### src/rtl/alu_uart_interface_if.sv
// Bus between the serial front-end and its surroundings: received bytes in,
// ALU operands/opcode out, result byte handed to the UART transmitter.
interface alu_uart_interface_if #(
    parameter int DATA_W = 8,
    parameter int OP_W   = 6
);
    logic [DATA_W-1:0] rx_data;
    logic              rx_done;
    logic [DATA_W-1:0] alu_result;
    logic              tx_done;
    logic [DATA_W-1:0] alu_a;
    logic [DATA_W-1:0] alu_b;
    logic [OP_W-1:0]   alu_op;
    logic [DATA_W-1:0] tx_data;
    logic              tx_start;
    logic              busy;
    logic              drop_err;

    modport master (
        input  rx_data, rx_done, alu_result, tx_done,
        output alu_a, alu_b, alu_op, tx_data, tx_start, busy, drop_err
    );

    modport slave (
        output rx_data, rx_done, alu_result, tx_done,
        input  alu_a, alu_b, alu_op, tx_data, tx_start, busy, drop_err
    );
endinterface

### src/rtl/alu_uart_interface.sv
// Serial front-end for the ALU: collects A, B, opcode bytes from uart_rx,
// latches the ALU result and hands it to uart_tx with a start/done handshake.
module alu_uart_interface #(
    parameter int DATA_W = 8,
    parameter int OP_W   = 6
) (
    input  logic                  mclk,
    input  logic                  reset,
    alu_uart_interface_if.master  bus
);
    localparam logic [2:0] GET_A   = 3'd0;
    localparam logic [2:0] GET_B   = 3'd1;
    localparam logic [2:0] GET_OP  = 3'd2;
    localparam logic [2:0] EVAL    = 3'd3;
    localparam logic [2:0] SEND    = 3'd4;
    localparam logic [2:0] WAIT_TX = 3'd5;

    logic [2:0]        state;
    logic [DATA_W-1:0] a_q;
    logic [DATA_W-1:0] b_q;
    logic [OP_W-1:0]   op_q;
    logic [DATA_W-1:0] tx_q;
    logic              drop_q;

    always_ff @(posedge mclk or posedge reset) begin
        if (reset) begin
            state  <= GET_A;
            a_q    <= '0;
            b_q    <= '0;
            op_q   <= '0;
            tx_q   <= '0;
            drop_q <= 1'b0;
        end else begin
            case (state)
                GET_A: if (bus.rx_done) begin
                    a_q   <= bus.rx_data;
                    state <= GET_B;
                end
                GET_B: if (bus.rx_done) begin
                    b_q   <= bus.rx_data;
                    state <= GET_OP;
                end
                GET_OP: if (bus.rx_done) begin
                    op_q  <= bus.rx_data[OP_W-1:0];
                    state <= EVAL;
                end
                // Operands have been stable for a full cycle, so the ALU output is settled.
                EVAL: begin
                    tx_q  <= bus.alu_result;
                    state <= SEND;
                end
                SEND:    state <= WAIT_TX;
                WAIT_TX: if (bus.tx_done) state <= GET_A;
                default: state <= GET_A;
            endcase

            if (bus.rx_done && (state == EVAL || state == SEND || state == WAIT_TX))
                drop_q <= 1'b1;
        end
    end

    assign bus.alu_a    = a_q;
    assign bus.alu_b    = b_q;
    assign bus.alu_op   = op_q;
    assign bus.tx_data  = tx_q;
    assign bus.tx_start = (state == SEND);
    assign bus.busy     = (state == EVAL) || (state == SEND) || (state == WAIT_TX);
    assign bus.drop_err = drop_q;
endmodule
### src/flat_wrapper.sv
// flat-port wrapper written by rule: the top's interface ports become plain ports
module alu_uart_interface_flat 
#(
    parameter int DATA_W = 8,
    parameter int OP_W   = 6
)
  (mclk, reset, bus_rx_data, bus_rx_done, bus_alu_result, bus_tx_done, bus_alu_a, bus_alu_b, bus_alu_op, bus_tx_data, bus_tx_start, bus_busy, bus_drop_err);
  alu_uart_interface_if #(.DATA_W(DATA_W), .OP_W(OP_W)) bus_i ();
  input  logic mclk;
  input  logic reset;
  input wire logic [$bits(bus_i.rx_data)-1:0] bus_rx_data;
  input wire logic [$bits(bus_i.rx_done)-1:0] bus_rx_done;
  input wire logic [$bits(bus_i.alu_result)-1:0] bus_alu_result;
  input wire logic [$bits(bus_i.tx_done)-1:0] bus_tx_done;
  output wire logic [$bits(bus_i.alu_a)-1:0] bus_alu_a;
  output wire logic [$bits(bus_i.alu_b)-1:0] bus_alu_b;
  output wire logic [$bits(bus_i.alu_op)-1:0] bus_alu_op;
  output wire logic [$bits(bus_i.tx_data)-1:0] bus_tx_data;
  output wire logic [$bits(bus_i.tx_start)-1:0] bus_tx_start;
  output wire logic [$bits(bus_i.busy)-1:0] bus_busy;
  output wire logic [$bits(bus_i.drop_err)-1:0] bus_drop_err;
  assign bus_i.rx_data = bus_rx_data;
  assign bus_i.rx_done = bus_rx_done;
  assign bus_i.alu_result = bus_alu_result;
  assign bus_i.tx_done = bus_tx_done;
  assign bus_alu_a = bus_i.alu_a;
  assign bus_alu_b = bus_i.alu_b;
  assign bus_alu_op = bus_i.alu_op;
  assign bus_tx_data = bus_i.tx_data;
  assign bus_tx_start = bus_i.tx_start;
  assign bus_busy = bus_i.busy;
  assign bus_drop_err = bus_i.drop_err;
  alu_uart_interface #(.DATA_W(DATA_W), .OP_W(OP_W)) u_core (.mclk(mclk), .reset(reset), .bus(bus_i));
endmodule
### config.mk
export PLATFORM = sky130hd
export DESIGN_NAME = alu_uart_interface_flat
export DESIGN_NICKNAME = d
export VERILOG_FILES = /design/src/rtl/alu_uart_interface_if.sv /design/src/rtl/alu_uart_interface.sv /design/src/flat_wrapper.sv
export SDC_FILE = /design/constraint.sdc
export NUM_CORES = 1
export LEC_CHECK = 0
export CORE_MARGIN = 1.5
export CORE_UTILIZATION = 46
export CTS_CLUSTER_SIZE = 8
export DETAILED_ROUTE_END_ITERATION = 16
export PLACE_DENSITY = 0.85
export SYNTH_ARGS = -nofsm -noshare
export SYNTH_HDL_FRONTEND = slang
export SYNTH_SLANG_ARGS = --single-unit
### constraint.sdc
create_clock -name mclk -period 4.3 [get_ports mclk]
set_input_delay 0.86 -clock mclk [delete_from_list [all_inputs] [get_ports mclk]]
set_output_delay 0.86 -clock mclk [all_outputs]
set_load 0.005 [all_outputs]
==> results_dict.tcl, run 1 <==
set metrics [dict create \
    hold_viol 0 \
    antenna_found_initial 0 \
    post-place-ws_ps 1828 \
    start_util 0.4912 \
    min_period_ps 2837 \
    ys_ff_latch 34 \
    netlist_top_cells_count "dfrtp_1, mux2_2" \
    async_flop_share 1.000 \
    rsz0062_at_grt "false" \
    hp-class "reg2reg" \
    finalClockSkew_ps 10.06 \
    gp_congestion 0.6888 \
    clock_latency_ps 330 \
    synth_edf_count 0 \
    die_h_um 57.50 \
    drtIter0Drc 26 \
    hold_ws_ps 513.2 \
    wire_per_inst_um 16.46 \
    io_pins 53 \
    num_rows 19 \
    drc_errors 0 \
    leakagePower_nw 0.8142 \
    vias_per_cell 5.237 \
    ys_warn_count 0 \
    worst_slew_pin_slew_ps 530.4 \
    setup_violations 0 \
    syn-instance-count 87 \
    cp_max_fo 11 \
    first_global_vias 937 \
    synth_nets 107 \
    clock-sinks 34 \
    dieWidth_um 57.50 \
    critical_path_class "reg2out" \
    synth_ff_type "dfrtp_1" \
    clk_path_buf_depth 2 \
    antenna_cells 0 \
    cts_tree "yes" \
    fillCellCount 196 \
    dieArea_sq_um 3306 \
    portBuffers 52 \
    cts-resized-gates 0 \
    drv_cap 0 \
    irDropWorstVdd_mv 0.4709 \
    grt_max_degree 35 \
    drv_slew 0 \
    yosys-top-cells-area "dfrtp_1, mux2_2, and4bb_2" \
    yosysUniqueCellTypes 19 \
    finalCritPeriodShare 0.6598 \
    cts_hold_buf 0 \
    layout-drive-gt1-share 0.2958 \
    syn_area_sq_um 1366 \
    synth_top_area_frac 0.6227 \
    synth-seq-area-share 0.6227 \
    dr.pass1.iters 4 \
    clk_pin_slew_ps 100 \
    fin_util 0.7018 \
    r2r_slack_ps 2750 \
    grt_pass1_wl_um 4533 \
    cts_root_buf "clkbuf_4" \
    cts_setup_buffers 0 \
    end_kind "output pin" \
    grt_overflow 0 \
    via_count 906 \
    final_nets 163 \
    postRouteAntennaNets 0 \
    syn_area_per_cell_sq_um 15.70 \
    htree_levels 2 \
    tns_ps 0 \
    synth_area_leader_cell "dfrtp_1" \
    max_freq_ghz 0.3524 \
    yosysMostFrequentCell "dfrtp_1" \
    numCtsBuffers 5 \
    core-area_sq_um 2781 \
    worstPathRequired_ps 3440 \
    status "finished, final reports clean" \
    dp_hpwl_um 2125 \
    area_growth_pct 42.86 \
    setup_slack_ps 1463 \
    powerDensity_nw_per_um2 727.9 \
    drt-total-wl_um 2847 \
    start_kind "flop" \
    finalPower_w 0.001421 \
    slew_headroom 0.6449 \
    grt_usage 0.1878 \
    arrival_ps 1980 \
]
cells in the final DEF (no fill, tap or decap):
cell             netlist  final
clkdlybuf4s50_1        0     52
dfrtp_1               34     34
mux2_2                30     30
clkbuf_4               0      5
and4bb_2               2      2
nand3b_1               2      2
nor2_1                 2      2
inv_1                  2      2
and2_1                 1      1
or2b_1                 1      1
o21ai_0                1      1
nor4b_4                1      1
nand2_1                1      1
a31oi_1                1      1
or4b_2                 1      1
or3b_2                 1      1
o211ai_1               1      1
nand2b_1               1      1
a21oi_1                1      1
clkbuf_8               0      1
buf_4                  0      1
sequential cells by signal, summed over array words and instances, names as in the netlist:
signal               count
u_core.bus.alu_a         8
u_core.bus.alu_b         8
u_core.bus.alu_op        6
u_core.bus.drop_err      1
u_core.bus.tx_data       8
u_core.state             3
routing by layer:
| layer | vias up | GRT usage | wire (um) |
|---|---|---|---|
| met1 | 463 | 0.2087 | 1080 |
| met5 | - | 0 | 0 |
| met4 | 0 | 0.06977 | 48 |
| li1 | 416 | - | - |
| met2 | 21 | 0.3263 | 1574 |
| met3 | 6 | 0.07029 | 144 |
per-stage QoR:
stage / cells / area [sq um]
after global placement: 167 / 1901
final: 173 / 1952
after CTS: 173 / 1952
after detailed placement: 167 / 1901
after floorplan: 87 / 1366
after global routing: 173 / 1952
final cells by class:
class	count	area, sq um	area share
Tap cell	31	38.79	0.01987
Multi-Input combinational cell	47	475.5	0.2436
Inverter	2	7.507	0.003846
Timing Repair Buffer	53	528.0	0.2705
Sequential cell	34	850.8	0.4359
Clock buffer	6	51.30	0.02628
path summary, 6_finish.rpt:
path / start / endpoint / cells after the start
setup / recovery: u_core.state[2]$_DFFE_PP0P_ / bus_busy / 3
hold reg to reg: u_core.bus.tx_data[4]$_DFFE_PP0N_ / u_core.bus.tx_data[4]$_DFFE_PP0N_ / 1
min in group asynchronous: reset / u_core.bus.tx_data[5]$_DFFE_PP0N_ / 3
max in group asynchronous: reset / u_core.bus.alu_a[4]$_DFFE_PP0P_ / 3
hold / removal: u_core.bus.tx_data[4]$_DFFE_PP0N_ / u_core.bus.tx_data[4]$_DFFE_PP0N_ / 1
setup reg to reg: u_core.state[2]$_DFFE_PP0P_ / u_core.bus.alu_a[4]$_DFFE_PP0P_ / 2
cells by family (layout without fill, tap and decap cells):
logic type / after synthesis / after routing / share of synthesized area
AO/OA/AOI/OAI: 4 / 4 / 0.01740
AND/OR/NAND/NOR: 13 / 13 / 0.08333
flip-flops: 34 / 34 / 0.6227
multiplexers: 30 / 30 / 0.2472
buffers and inverters: 6 / 61 / 0.02931
power by group:
group	internal [W]	switching, W	total (W)
Combinational	0.000463	0.000194	0.000657
Sequential	0.000485	0.000110	0.000595
Clock	0.0000736	0.0000952	0.000169
worst max-delay path: stages (launching register included):
cell	delay, ps
dfrtp_1	470
nand3b_1	490
nand2_1	160
clkdlybuf4s50_1	530
Power figures use the tool's default switching activity.
==> run 2, diff against run 1 <==
--- a/config.mk
+++ b/config.mk
@@ -6,10 +6,10 @@
 export NUM_CORES = 1
 export LEC_CHECK = 0
 export CORE_MARGIN = 1.5
-export CORE_UTILIZATION = 46
+export CORE_UTILIZATION = 38
 export CTS_CLUSTER_SIZE = 8
 export DETAILED_ROUTE_END_ITERATION = 16
-export PLACE_DENSITY = 0.85
+export PLACE_DENSITY = 0.75
 export SYNTH_ARGS = -nofsm -noshare
 export SYNTH_HDL_FRONTEND = slang
 export SYNTH_SLANG_ARGS = --single-unit
==> constraint.sdc (replaced) <==
create_clock -name mclk -period 2.3 [get_ports mclk]
set_input_delay 0.46 -clock mclk [delete_from_list [all_inputs] [get_ports mclk]]
set_output_delay 0.46 -clock mclk [all_outputs]
set_load 0.005 [all_outputs]
==> run 2 against run 1 <==
  * Sequential share of layout area decreased by 0.93 points
  * Sequential power increased by 88%
  * Worst hold slack about the same
  * Design area increased by 2.2%
  * Count of clock-buffer cells in the layout increased by 1
==> results_dict.tcl, run 2 (same netlist as run 1, synthesis figures left out) <==
set metrics [dict create \
    end_kind "output pin" \
    layout-drive-gt1-share 0.3082 \
    postRouteAntennaNets 0 \
    drv_slew 0 \
    drt-total-wl_um 2875 \
    dr.pass1.iters 3 \
    finalClockSkew_ps 3.616 \
    hp-class "reg2reg" \
    arrival_ps 1750 \
    r2r-start "u_core.state[0]$_DFFE_PP0P_" \
    max_freq_ghz 0.4532 \
    hold_start "u_core.bus.alu_b[1]$_DFFE_PP0P_" \
    wire_per_inst_um 14.97 \
    use_met3 0.05946 \
    setup_slack_ps 93.66 \
    clk_pin_slew_ps 90 \
    gr-usage-met2 0.2527 \
    r2r-end "u_core.bus.alu_b[4]$_DFFE_PP0P_" \
    hold_ws_ps 513.3 \
    worstPathRequired_ps 1840 \
    antenna_cells 0 \
    drtIter0Drc 17 \
    hold_viol 0 \
    busiest_layer "met2" \
    grt_overflow 0 \
    first_global_vias 998 \
    status "finished, final reports clean" \
    cts_setup_buffers 0 \
    leakagePower_nw 0.8287 \
    finalCritPeriodShare 0.9593 \
    dieWidth_um 62.96 \
    mostFrequentLayoutCell "clkdlybuf4s50_1" \
    clock-sinks 34 \
    irDropWorstVdd_mv 0.6884 \
    dp_hpwl_um 2117 \
    cts_root_buf "clkbuf_4" \
    rsz0062_at_grt "false" \
    tns_ps 0 \
    htree_levels 2 \
    cp_max_fo 8 \
    start_kind "flop" \
    min_period_ps 2206 \
    setup_violations 0 \
    cts_hold_buf 0 \
    whs_path_depth 1 \
    worstHoldEndpoint "u_core.bus.alu_b[1]$_DFFE_PP0P_" \
    cts_tree "yes" \
    core-area_sq_um 3390 \
    clock_latency_ps 320 \
    die_h_um 62.96 \
    io_pins 53 \
    post-place-ws_ps 326.0 \
    grt_max_degree 35 \
    clk_path_buf_depth 2 \
    met1_usage 0.1889 \
    critical_path_class "reg2out" \
    drc_errors 0 \
    powerDensity_nw_per_um2 1347 \
    final_cell_mix "clkdlybuf4s50_1, dfrtp_1, mux2_2" \
    grt_usage 0.1585 \
    vias_per_cell 4.917 \
    r2r_slack_ps 840 \
    final_nets 165 \
    dieArea_sq_um 3964 \
    worst_slew_pin_slew_ps 421.2 \
    cts-resized-gates 0 \
    gp_congestion 0.6440 \
    ff2ff_path_depth 2 \
    numCtsBuffers 5 \
    antenna_found_initial 0 \
    num_rows 21 \
    portBuffers 52 \
    area_growth_pct 45.97 \
    slew_headroom 0.7192 \
    drv_cap 0 \
    grt_pass1_wl_um 4774 \
    via_count 944 \
    start_util 0.4031 \
]
run 2: worst max path at each step:
stage | from | to | cells past startpoint | slack, ps
finish | u_core.state[2]$_DFFE_PP0P_ | bus_tx_start | 3 | 90
global route | u_core.state[2]$_DFFE_PP0P_ | bus_tx_start | 3 | 10
CTS | u_core.state[2]$_DFFE_PP0P_ | bus_tx_start | 3 | 80
detailed placement | bus_rx_done | u_core.bus.alu_b[4]$_DFFE_PP0P_ | 3 | 330
global placement | bus_rx_done | u_core.bus.alu_b[7]$_DFFE_PP0P_ | 3 | 360
floorplan | u_core.state[2]$_DFFE_PP0P_ | u_core.bus.alu_a[0]$_DFFE_PP0P_ | 2 | 900
run 2: stage by stage:
stage / std cells / total power [W] / util / cell area [sq um]
after floorplan: 87 / 0.001650 / - / 1366
after global routing: 192 / 0.002864 / 0.5884 / 1994
final: 192 / 0.002687 / 0.5884 / 1994
after CTS: 192 / 0.002732 / 0.5884 / 1994
after detailed placement: 184 / 0.002379 / 0.5707 / 1934
after global placement: 184 / 0.002327 / 0.5707 / 1934
run 2: cell type report:
type	instances	area, sq um
clock buffers	7	55.05
clock inverters	1	5.005
fillers	277	1395
inverters	2	7.507
multi-input cells	47	475.5
flip-flops and latches	34	850.8
well taps	46	57.56
repair buffers	55	543.0
run 2: worst max-delay path, stage by stage, from the launching register on:
cell and delay [ps]:
dfrtp_1 500, or2b_1 320, nor2_1 110, clkdlybuf4s50_1 500
run 2: report_power, final:
group          internal (W)  total, W  switching (W)
Combinational      0.000880   0.00124       0.000356
Clock              0.000148  0.000330       0.000182
Sequential         0.000907   0.00112       0.000214
Total               0.00193   0.00269       0.000753
run 2: per-layer routing:
layer	vias to the layer above	wire, um
li1	425	-
met1	472	1221
met2	40	1389
met3	7	216
met4	0	47
met5	-	0
==> run 3, diff against run 2 <==
--- a/config.mk
+++ b/config.mk
@@ -10,6 +10,7 @@
 export CTS_CLUSTER_SIZE = 8
 export DETAILED_ROUTE_END_ITERATION = 16
 export PLACE_DENSITY = 0.75
+export REMOVE_ABC_BUFFERS = 1
 export SYNTH_ARGS = -nofsm -noshare
 export SYNTH_HDL_FRONTEND = slang
 export SYNTH_SLANG_ARGS = --single-unit
==> run 3 against run 2 <==
  * Wire length is 0.10% higher
  * Worst hold slack worse by 3.4 ps
  * Maximum frequency is 1.1% higher
  * Total power is 0.49% higher
  * Sequential power hardly changed
  * Non-clock buffer count stayed put
  * Final cell count stayed put
  * First-iteration DRC count is 53% higher
  * Clock skew hardly changed
  * Setup slack better by 25 ps
==> results_dict.tcl, run 3 (same netlist as run 1, synthesis figures left out) <==
set metrics [dict create \
    status "finished, final reports clean" \
    numCtsBuffers 5 \
    finalCritPeriodShare 0.9485 \
    r2r_slack_ps 850 \
    setup_violations 0 \
    leakagePower_nw 0.8259 \
    drv_slew 0 \
    finalClockSkew_ps 3.419 \
    critical_path_class "reg2out" \
    dr.pass1.iters 4 \
    fin_cells 192 \
    antenna_found_initial 0 \
    powerDensity_nw_per_um2 1352 \
    clock-sinks 34 \
    cts_setup_buffers 0 \
    portBuffers 52 \
    io_pins 53 \
    slew_headroom 0.7156 \
    end_kind "output pin" \
    ff2ff_path_depth 2 \
    p_seq_frac 0.414 \
    via_count 905 \
    htree_levels 2 \
    antenna_cells 0 \
    cts_hold_buf 0 \
    min_period_ps 2181 \
    clk_pin_slew_ps 100 \
    fillCellCount 275 \
    area_growth_pct 46.15 \
    p_int_w 0.001938 \
    mostFrequentLayoutCell "clkdlybuf4s50_1" \
    hp-class "in2async" \
    dpl.cell_count 184 \
    drc_errors 0 \
    rsz0062_at_grt "false" \
    drt-total-wl_um 2878 \
    clk_path_buf_depth 2 \
    start_kind "flop" \
    grt_pass1_wl_um 4795 \
    dp_hpwl_um 2103 \
    crit_start "u_core.state[1]$_DFFE_PP0P_" \
    die_h_um 62.96 \
    grt_max_degree 35 \
    switching_share 0.2823 \
    final_nets 165 \
    dieWidth_um 62.96 \
    wire_per_inst_um 14.99 \
    core-area_sq_um 3390 \
    drtIter0Drc 26 \
    switchingPower_w 0.0007623 \
    hold_viol 0 \
    clkPwrFrac 0.127 \
    endpoint "bus_tx_start" \
    vias_per_cell 4.714 \
    max_freq_ghz 0.4584 \
    layout-drive-gt1-share 0.3219 \
    final_cell_mix "clkdlybuf4s50_1, dfrtp_1, mux2_2" \
    multi_input_area_sq_um 475.5 \
    cts_root_buf "clkbuf_4" \
    postRouteAntennaNets 0 \
    irDropWorstVdd_mv 0.6984 \
    cts_tree "yes" \
    num_rows 21 \
    dieArea_sq_um 3964 \
    grt_overflow 0 \
    register_area_sq_um 853.3 \
    cts-resized-gates 0 \
    r2r-start "u_core.state[0]$_DFFE_PP0P_" \
    gp_congestion 0.6982 \
    r2r-end "u_core.bus.alu_b[4]$_DFFE_PP0P_" \
    arrival_ps 1720 \
    clock_latency_ps 330 \
    drv_cap 0 \
    p_comb_frac 0.459 \
    worstPathRequired_ps 1840 \
    grt_usage 0.1616 \
    cp_max_fo 8 \
    worst_slew_pin_slew_ps 426.6 \
    start_util 0.4031 \
    tns_ps 0 \
    first_global_vias 953 \
]
run 3: worst min-delay path by stage:
stage	slack [ps]	cells after the start	endpoint
finish	510	3	u_core.bus.alu_b[7]$_DFFE_PP0P_
global route	540	1	u_core.bus.tx_data[5]$_DFFE_PP0N_
detailed placement	490	1	u_core.bus.tx_data[4]$_DFFE_PP0N_
global placement	490	1	u_core.bus.alu_op[2]$_DFFE_PP0P_
CTS	520	3	u_core.state[2]$_DFFE_PP0P_
floorplan	500	1	u_core.bus.tx_data[0]$_DFFE_PP0N_
run 3: layout make-up:
class	instances	share of cell area
clock inverter	1	0.002506
timing repair buffer	55	0.2719
multi-input combinational	47	0.2381
inverter	2	0.003759
tap	46	0.02882
sequential	34	0.4273
clock buffer	7	0.02757
run 3: metrics by stage:
stage	hold WS [ps]	worst slack (ps)	instance area, sq um	power (W)	util
5_1_grt	537.3	6.516	1997	0.002880	0.5891
3_3_place_gp	488.9	370.8	1934	0.002334	0.5707
6_report	509.9	118.5	1997	0.002701	0.5891
3_5_place_dp	492.7	317.9	1934	0.002381	0.5707
4_1_cts	516.7	51.51	1994	0.002738	0.5884
2_1_floorplan	504.2	892.7	1334	0.001610	-
run 3: power by group through the flow:
stage	sequential (W)	combinational (W)	clock, W
2_1_floorplan	0.00112	0.000490	0
3_3_place_gp	0.00111	0.00122	0
3_5_place_dp	0.00113	0.00125	0
4_1_cts	0.00112	0.00126	0.000356
5_1_grt	0.00117	0.00133	0.000381
6_report	0.00112	0.00124	0.000343
run 3: critical path: stages, from the launching register on:
cell             delay (ps)
dfrtp_2                 480
or2b_1                  290
nor2_1                  100
clkdlybuf4s50_1         520
run 3: metal layers:
layer | wire length [um] | track usage | up-vias
li1 | - | - | 428
met1 | 1209 | 0.1981 | 447
met2 | 1472 | 0.2527 | 30
met3 | 196 | 0.06486 | 0
met4 | 0 | 0.06667 | 0
met5 | 0 | 0 | -
